<file path="config.mk">
export PLATFORM = sky130hd
export DESIGN_NAME = t05_sram_responder
export DESIGN_NICKNAME = d
export VERILOG_FILES = /design/src/rtl/t05_sram_responder.sv
export SDC_FILE = /design/constraint.sdc
export NUM_CORES = 1
export LEC_CHECK = 0
export BUFFER_PORTS_ARGS = -buffer_cell sky130_fd_sc_hd__buf_2
export CELL_PAD_IN_SITES_DETAIL_PLACEMENT = 1
export CELL_PAD_IN_SITES_GLOBAL_PLACEMENT = 2
export CORE_AREA = 2 2 126 104
export DETAILED_ROUTE_END_ITERATION = 16
export DIE_AREA = 0 0 128 106
export PLACE_DENSITY = 0.88
export SLEW_MARGIN = 20
export SYNTH_ARGS = -nofsm -noshare
export SYNTH_HDL_FRONTEND = slang
export SYNTH_SLANG_ARGS = --single-unit
</file>
<file path="constraint.sdc">
create_clock -name clk -period 5.4 [get_ports clk]
set_input_delay 0.81 -clock clk [delete_from_list [all_inputs] [get_ports clk]]
set_output_delay 0.81 -clock clk [all_outputs]
set_load 0.02 [all_outputs]
</file>
<file path="src/rtl/t05_sram_responder.sv">
// Responder for single-word SRAM requests: decodes byte address, drives one macro access, then busy_o falls.
// Latency: busy_o high for LATENCY cycles after the sampling edge, then a non-sampling RECOVER cycle.
module t05_sram_responder #(
    parameter logic [31:0] BASE_ADDR = 32'h33000000,
    parameter int          ADDR_W    = 12,
    parameter int          LATENCY   = 2
) (
    input  logic              clk,
    input  logic              rst,
    input  logic              wr_en,
    input  logic              r_en,
    input  logic [3:0]        select,
    input  logic [31:0]       addr,
    input  logic [31:0]       data_i,
    output logic [31:0]       data_o,
    output logic              busy_o,
    output logic              addr_err,
    output logic              sram_en,
    output logic              sram_we,
    output logic [3:0]        sram_wmask,
    output logic [ADDR_W-1:0] sram_addr,
    output logic [31:0]       sram_din,
    input  logic [31:0]       sram_dout
);

    typedef enum logic [1:0] {IDLE, ACCESS, WAIT, RECOVER} state_t;

    localparam int              CNT_W     = (LATENCY > 2) ? $clog2(LATENCY) : 1;
    localparam logic [CNT_W-1:0] WAIT_LOAD = CNT_W'(LATENCY - 2);

    state_t             state, state_nxt;
    logic [CNT_W-1:0]   cnt, cnt_nxt;
    logic               wr_q, oor_q;

    logic               req, accept, in_range, capture;
    logic [31:0]        offset;
    logic [ADDR_W-1:0]  word;
    logic               busy_nxt, en_nxt, we_nxt, err_nxt;

    assign req    = wr_en | r_en;
    assign accept = (state == IDLE) && req;

    // Low two bits of the byte address drop out with the word shift.
    assign offset   = addr - BASE_ADDR;
    assign word     = ADDR_W'(offset >> 2);
    assign in_range = (addr >= BASE_ADDR) && ((offset >> (ADDR_W + 2)) == 32'd0);

    always_ff @(posedge clk or posedge rst) begin
        if (rst) begin
            state <= IDLE;
            cnt   <= '0;
        end else begin
            state <= state_nxt;
            cnt   <= cnt_nxt;
        end
    end

    always_comb begin
        state_nxt = state;
        cnt_nxt   = cnt;
        case (state)
            IDLE: begin
                if (req) state_nxt = ACCESS;
            end
            ACCESS: begin
                state_nxt = WAIT;
                cnt_nxt   = WAIT_LOAD;
            end
            WAIT: begin
                if (cnt == '0) state_nxt = RECOVER;
                else           cnt_nxt   = cnt - 1'b1;
            end
            RECOVER: begin
                state_nxt = IDLE;
            end
            default: begin
                state_nxt = IDLE;
            end
        endcase

        busy_nxt = (state_nxt == ACCESS) || (state_nxt == WAIT);
        en_nxt   = accept && in_range;
        we_nxt   = en_nxt && wr_en;
        err_nxt  = (state_nxt == RECOVER) && oor_q;
        // Macro read data is valid in the first WAIT cycle only.
        capture  = (state == WAIT) && (cnt == WAIT_LOAD) && !wr_q;
    end

    always_ff @(posedge clk or posedge rst) begin
        if (rst) begin
            busy_o     <= 1'b0;
            data_o     <= '0;
            addr_err   <= 1'b0;
            sram_en    <= 1'b0;
            sram_we    <= 1'b0;
            sram_wmask <= '0;
            sram_addr  <= '0;
            sram_din   <= '0;
            wr_q       <= 1'b0;
            oor_q      <= 1'b0;
        end else begin
            busy_o     <= busy_nxt;
            addr_err   <= err_nxt;
            sram_en    <= en_nxt;
            sram_we    <= we_nxt;
            sram_wmask <= we_nxt ? select : 4'h0;
            if (accept) begin
                wr_q      <= wr_en;
                oor_q     <= !in_range;
                sram_addr <= word;
                if (wr_en) sram_din <= data_i;
            end
            if (capture) data_o <= oor_q ? 32'h0 : sram_dout;
        end
    end

endmodule

</file>
# Yosys cells after proc, flatten, opt, wreduce, memory -nomap -nowiden
# Cells that the tools add are included.
# word_totals
mem_count,0
output_inout_bits,84
ram_bits,0
register_bits,89
in_bits,104
latch_bits,0
romBits,0
# classes
magnitude_cmp,1
n_div,0
muxes,7
add_sub_neg,2
mul,0
bitwise,2
reduce_logical,14
n_shift,0
n_eq_ne,6
# ops
op,n
$ge 32x30->1 const B,1
$logic_not 32->1,1
$mux 32,1
$sub 32x30->32 const B,1
$eq 2x2->1 const B,4
$pmux 2 s4,1
$logic_and 1x1->1,7
$eq 2x1->1 const B,2
$mux 2,2
$mux 4,1
$logic_not 1->1,2
$logic_not 2->1,1
$pmux 1 s2,1
$reduce_and 2->1,1
$reduce_bool 2->1,1
$logic_or 1x1->1,1
$mux 1,1
$not 1->1,1
$or 1x1->1,1
$sub 1x1->1 const B,1

# Depth between registers and ports, before layout
# Gate-level depths: netlist of the first run.
# logic_depth
word_depth,6
mapped_depth,7

# Worst setup path before layout of the first run
# No wires, ideal clock.
# synth_timing
path_kind,input to register
start,in r_en
end,reg sram_addr[1]
n_path_buf,1
arrival_time_ns,1.579
path_slack_ns,3.696
path_stages,3
path_cell_list,o21ai_2 > buf_6 > mux2_2
# synth_between
elab_chain_len,2
# synth_rtl
item,line_no,text
from (decl),11,"input logic r_en,"
$or 1x1->1,40,assign req = wr_en | r_en;
$logic_and 1x1->1,41,assign accept = (state == IDLE) && req;
to (signal assigned),110,sram_addr <= word;
to (decl),21,"output logic [ADDR_W-1:0] sram_addr,"
# Every way passes these cells.
# A chain may end at the register's enable or synchronous reset.

# Final worst setup path of the first run
# layout_timing
start,reg state[0]
end,reg sram_din[21]
# layout_between
elab_chain_len,3
# layout_rtl
item,line_no,text
from (decl),31,"state_t state, state_nxt;"
from (signal assigned),53,state <= state_nxt;
$logic_not 2->1,41,
$logic_and 1x1->1,41,
$reduce_and 2->1 (no line),--,
to (signal assigned),111,if (wr_en) sram_din <= data_i;
to (decl),22,"output logic [31:0] sram_din,"
# Every way passes these cells.

==> metrics.csv, run 1 <==
stage;metric;value;unit
status;status;finished, final reports clean;
sta;fmax;534;MHz
power_and_ir_drop;power.density;511;nW/um2
worst_setup_path;end_kind;register;
cts;worstSkewPairLatency;330;ps
synth;synthTopCellsByArea;dfrtp_1 63%, mux2_2 13%, nand2b_1 6.1%, o21ai_0 4.6%, nand2_1 3.8%;
hold_path;whs_path_depth;2;
worst_setup_path;reg2reg_depth;4;
cells_and_area;finalNonFillerCells;619;
sta;hold_viol_final;0;
sta;finClkSkew;6.43;ps
sta;min_period_over_period;0.347;
floorplan;die_x;128;um
synth;ys_warn_count;0;
cts;cts_num_sinks;88;
synth;ys_seq_elements;88;
sta;setup_violations;0;
sta;fin_tns_setup;0;ps
cts;cts_tree;done;
flow_run;drv_cap;0;
cells_and_area;nNetsFinal;567;
worst_setup_path;critPathArrivalTime;2080;ps
grt;grt_max_degree;65;
cts;clock_path_buffers;2;
drt;viasPerCell;4.45;
drt;drcViolationCount;0;
worst_setup_path;rr_endpoint;sram_din[21];
worst_setup_path;r2r-start;state[0];
drt;drt_iter0_markers;76;
sta;fin_crit;1870;ps
hold_path;holdPathEnd;data_o[10];
synth;synth_area_per_cell;12.6;um2
cells_and_area;syn_to_final_growth;39.3;%
synth;ys_top_cells_by_count;88 x dfrtp_1, 40 x mux2_2, 35 x nand2_1;
worst_setup_path;cp_max_fo;33;
sta;rsz0062_at_grt;false;
worst_setup_path;worst_ep_required_time;5610;ps
synth;synth_most_common_cell;dfrtp_1;
placed_design;port_buffers;185;
synth;synth_ff_type;dfrtp_1;
cts;cts-buffers-inserted;9;
synth;syn-num-nets;384;
grt;grt_usage;0.138;
cts;post_cts_buffers;0;
synth;synth_top_cell_area_share;0.629;
synth;synth_edf_count;0;
hold_path;min_path_type;reg -> reg;
cts;cts_hold_buf;0;
synth;synthArstFlopShare;1.00;
worst_setup_path;start_kind;register;
floorplan;initial_core_util;0.282;
floorplan;die_area;13600;um2
drt;dr.pass1.iters;4;
drt;vias;2754;
cts;path_clk_slew;60;ps
drt;ant_nets;0;
placed_design;place.gp.congestion;0.698;
worst_setup_path;r2r_slack;3530;ps
sta;slew_viol_final;0;
synth;yosysTopAreaCell;dfrtp_1;
synth;synth_cells;277;
sta;worst_slew_pin_slew;905;ps
cts;htreeDepth;3;
cells_and_area;drive_gt1_frac;0.531;
placed_design;dp_cells;605;
grt;globalRouteOverflowTotal;0;
hold_path;min-delay-start;data_o[10];
drt;avgRoutedWirePerCell;14.7;um
cts;cts-root-buf;clkbuf_16;
cts;cts_resized;0;
synth;synthDistinctLibCells;25;
placed_design;dp_hpwl;6.79;mm
floorplan;die_y;106;um
drt;drt_wl_total;9.09;mm
power_and_ir_drop;p_leak;2.48;nW
worst_setup_path;path_class;reg -> reg;
grt;grt_pass1_wl;14.7;mm
grt;grt_pass1_vias;2980;
power_and_ir_drop;max-vdd-ir-drop;0.000262;V
sta;relSlewSlack;0.396;
synth;seq_area_frac_synth;0.629;
cells_and_area;n_antenna_cell;0;
floorplan;coreArea;12400;um2
floorplan;boundaryPins;188;
synth;synth_area;3500;um2
grt;antenna_found_initial;0;
floorplan;num_rows;37;
layout make-up:
class	count	area, um2
Clock buffer	10	229
Sequential cell	88	2200
Tap cell	156	195
Fill cell	1428	7530
Inverter	7	27.5
Clock inverter	4	95.1
Timing Repair Buffer	186	933
Multi-Input combinational cell	168	1190
registers in the layout, summed over array words and instances, names as in the netlist:
signal,count
addr_err,1
sram_we,1
state,2
busy_o,1
data_o,32
sram_wmask,4
sram_din,32
sram_addr,12
wr_q,1
sram_en,1
oor_q,1
metrics by stage:
step	hold WS, ps	area, um2	utilization	power [mW]	setup WS, ps
detailed placement	455	4550	0.367	1.83	3260
global placement	455	4550	0.367	1.79	3320
floorplan	437	3500	-	1.53	2310
CTS	472	4870	0.393	2.54	3480
finish	472	4880	0.393	2.49	3530
global route	498	4880	0.393	2.64	3380
layer usage:
metal / track usage / part of all wire
met1: 0.170 / 0.42
met2: 0.228 / 0.49
met3: 0.0453 / 0.075
met4: 0.0447 / 0.012
met5: 0 / 0
where the power goes:
part	internal [mW]	total [mW]	switching, mW
clock network	0.446	0.692	0.245
registers	0.853	0.942	0.0893
logic	0.344	0.859	0.515
kinds of logic (layout without fill, tap and decap cells):
logic type | Yosys count | after routing | share of synthesized area
compound gates | 35 | 35 | 0.0522
xor+xnor | 1 | 1 | 0.00250
fa+ha+maj | 3 | 3 | 0.0107
buf+inv | 21 | 207 | 0.0318
flops | 88 | 88 | 0.629
mux | 44 | 44 | 0.142
simple gates | 85 | 85 | 0.132
critical path: stages, from the launching register on:
cell and delay (ps):
dfrtp_1 340, inv_1 70, ha_1 280, nand2_2 610, mux2_2 420
worst max-delay path by stage:
stage	start	to	slack, ps	depth (start not counted)
3_5_place_dp	rst	sram_din[10]	3260	3
6_report	state[0]	sram_din[21]	3530	4
3_3_place_gp	rst	sram_din[10]	3320	3
5_1_grt	state[0]	sram_din[21]	3380	4
4_1_cts	state[0]	sram_din[21]	3480	4
2_1_floorplan	rst	addr_err	2310	1
cells in the final DEF (no fill, tap or decap):
cell type and n:
and2_1 1, nor3_1 6, buf_4 1, o31a_1 1, clkbuf_16 9, nor4_1 1, nor4_2 1, nand2b_4 1
clkbuf_1 1, o21ai_0 32, nor4bb_1 1, o21ai_2 1, a21oi_1 1, clkinv_2 2, ha_1 3, nand2_2 1
inv_1 6, nor2_1 2, nor4_4 1, nand4_2 1, dfrtp_1 88, xor2_1 1, buf_2 185, nand2b_1 33
nand4_1 1, bufinv_16 3, nand2_1 35, mux2_2 40, mux2_1 4
Note: power is estimated with default switching activity, not from simulation.
==> inputs of run 2 (changes only) <==
--- a/config.mk
+++ b/config.mk
@@ -8,10 +8,10 @@
 export BUFFER_PORTS_ARGS = -buffer_cell sky130_fd_sc_hd__buf_2
 export CELL_PAD_IN_SITES_DETAIL_PLACEMENT = 1
 export CELL_PAD_IN_SITES_GLOBAL_PLACEMENT = 2
-export CORE_AREA = 2 2 126 104
+export CORE_AREA = 2 2 139 114
 export DETAILED_ROUTE_END_ITERATION = 16
-export DIE_AREA = 0 0 128 106
-export PLACE_DENSITY = 0.88
+export DIE_AREA = 0 0 141 116
+export PLACE_DENSITY = 0.78
 export SLEW_MARGIN = 20
 export SYNTH_ARGS = -nofsm -noshare
 export SYNTH_HDL_FRONTEND = slang
==> constraint.sdc (replaced) <==
create_clock -name clk -period 1.68 [get_ports clk]
set_input_delay 0.252 -clock clk [delete_from_list [all_inputs] [get_ports clk]]
set_output_delay 0.252 -clock clk [all_outputs]
set_load 0.02 [all_outputs]
==> run 2 against run 1 <==
- sequential share of layout area fell by 0.71 points
- critical path depth grew 1
- routed wire length rose by 3.8%
- setup slack got worse by 3400 ps
- first-iteration DRC count down 12%
- combinational power increased to 3.3 times the previous value
- die area is 21% higher
- hold slack got worse by 350 ps
- register-to-register slack got worse by 3400 ps
- count of clock-buffer cells in the layout is 2 higher
- clock skew decreased by 2.8 ps
- total power rose to 3.1 times the previous value
- critical endpoint is now sram_din[8]
- largest power group unchanged
- highest routed layer unchanged
==> metrics.csv, run 2 (same netlist as run 1, synthesis figures left out) <==
stage;metric;value;unit
status;status;finished, final reports clean;
drt;avgRoutedWirePerCell;14.3;um
cts;htreeDepth;3;
sta;min_period_over_period;0.934;
worst_setup_path;critPathArrivalTime;1790;ps
sta;fin_crit;1570;ps
cts;cts_tree;done;
floorplan;die_area;16400;um2
sta;fmax;637;MHz
floorplan;coreArea;14900;um2
worst_setup_path;end_kind;register;
worst_setup_path;cp_max_fo;33;
floorplan;num_rows;40;
sta;setup_violations;0;
drt;top_layer;met4;
placed_design;place.gp.congestion;0.682;
cells_and_area;final_common_cell;buf_2;
drt;wl_met1;3.96;mm
power_and_ir_drop;max-vdd-ir-drop;0.000876;V
cells_and_area;multi_input_area;1200;um2
hold_path;min_path_type;in -> reg;
drt;drt_iter0_markers;67;
power_and_ir_drop;internal_power;5.00;mW
sta;hold_viol_final;0;
drt;vias;2746;
worst_setup_path;slowest_delay;360;ps
cells_and_area;syn_to_final_growth;41.5;%
floorplan;die_x;141;um
worst_setup_path;start_kind;register;
grt;globalRouteOverflowTotal;0;
cts;post_cts_buffers;0;
worst_setup_path;path_class;reg -> reg;
cts;cts-buffers-inserted;9;
cells_and_area;n_fill_cell;1684;
grt;antenna_found_initial;0;
worst_setup_path;crit_chain;inv_1 -> ha_1 -> nand2_2 -> buf_12 -> mux2_2;
grt;grt_usage;0.119;
sta;relSlewSlack;0.426;
cells_and_area;nNetsFinal;571;
floorplan;boundaryPins;188;
placed_design;port_buffers;185;
floorplan;initial_core_util;0.236;
sta;setup_ws;111;ps
grt;grt_pass1_wl;15.2;mm
sta;finClkSkew;3.65;ps
grt;grt_max_degree;65;
sta;slew_viol_final;0;
power_and_ir_drop;power.switching;2.76;mW
flow_run;drv_cap;0;
power_and_ir_drop;power.density;1570;nW/um2
drt;drt_wl_total;9.43;mm
placed_design;dp_slack;55.6;ps
floorplan;die_y;116;um
cells_and_area;regArea;2200;um2
power_and_ir_drop;p_clk_frac;0.245;
drt;route.met3.wl;754;um
power_and_ir_drop;finalPower;7.76;mW
cells_and_area;reg.largest.list;data_o x32, sram_din x32, sram_addr x12;
power_and_ir_drop;swShare;0.356;
power_and_ir_drop;power_frac_comb;0.365;
cts;cts_num_sinks;88;
power_and_ir_drop;p_leak;2.48;nW
drt;drcViolationCount;0;
drt;viasPerCell;4.17;
grt;grt_pass1_vias;3030;
worst_setup_path;worst_ep_required_time;1900;ps
cells_and_area;most-common-layout-cells;185 x buf_2, 88 x dfrtp_1, 40 x mux2_2, 35 x nand2_1, 33 x nand2b_1;
placed_design;dp_hpwl;7.14;mm
drt;dr.pass1.iters;4;
cts;cts-root-buf;clkbuf_16;
drt;met2_length;4.58;mm
cts;worstSkewPairLatency;340;ps
placed_design;dp_cells;641;
cells_and_area;n_antenna_cell;0;
cells_and_area;drive_gt1_frac;0.535;
cts;path_clk_slew;60;ps
cts;clock_path_buffers;2;
worst_setup_path;crit_slowest_cell;dfrtp_1;
cells_and_area;finalNonFillerCells;658;
power_and_ir_drop;seq_power_share;0.390;
drt;ant_nets;0;
sta;worst_slew_pin_slew;860;ps
run 2: routing by layer:
metal,vias up,global-route usage
met2,113,0.199
met1,1332,0.138
li1,1290,-
met4,0,0.0420
met5,-,0
met3,11,0.0492
run 2: path summary, 6_finish.rpt:
path,startpoint,endpoint,slack [ps],cells after the start
max in group asynchronous,rst,data_o[17],630,4
max,state[0],sram_din[8],110,5
min,addr[6],sram_addr[4],130,2
max reg2reg,state[0],sram_din[8],110,5
min in group asynchronous,rst,busy_o,530,4
min reg2reg,wr_q,wr_q,480,2
run 2: power by group through the flow:
stage	registers [mW]	clock network (mW)	logic, mW
global route	3.12	2.09	3.08
detailed placement	3.07	0	2.88
finish	3.03	1.90	2.83
CTS	3.04	2.00	2.89
global placement	3.03	0	2.81
floorplan	3.77	0	1.14
run 2: cell type report:
type / instances / share of cell area
tap: 189 / 0.0477
clock inverter: 4 / 0.00581
inverter: 7 / 0.00606
timing repair buffer: 190 / 0.203
sequential: 88 / 0.444
clock buffer: 12 / 0.0518
multi-input combinational: 168 / 0.242
run 2: timing repair:
| item | in CTS | in global routing |
|---|---|---|
| resized for setup | 0 | 1 |
| hold buffers | 1 | 0 |
| hold endpoints to repair | 46 | 0 |
| setup endpoints to repair | 0 | 12 |
run 2: worst max-delay path: cells and delay by family, from the launching register on:
| kind | cells | cell delay (ps) |
|---|---|---|
| simple gates | 1 | 120 |
| mux | 1 | 360 |
| flops | 1 | 360 |
| buf+inv | 2 | 280 |
| fa+ha+maj | 1 | 300 |
run 2: stage by stage:
| stage | instance area (um2) | TNS (ps) | util | hold WS, ps |
|---|---|---|---|---|
| 2_1_floorplan | 3500 | 0 | - | 366 |
| 3_3_place_gp | 4650 | 0 | 0.313 | 347 |
| 3_5_place_dp | 4650 | 0 | 0.313 | 362 |
| 4_1_cts | 4950 | 0 | 0.333 | 103 |
| 5_1_grt | 4950 | -5.40 | 0.333 | 122 |
| 6_report | 4950 | 0 | 0.333 | 126 |
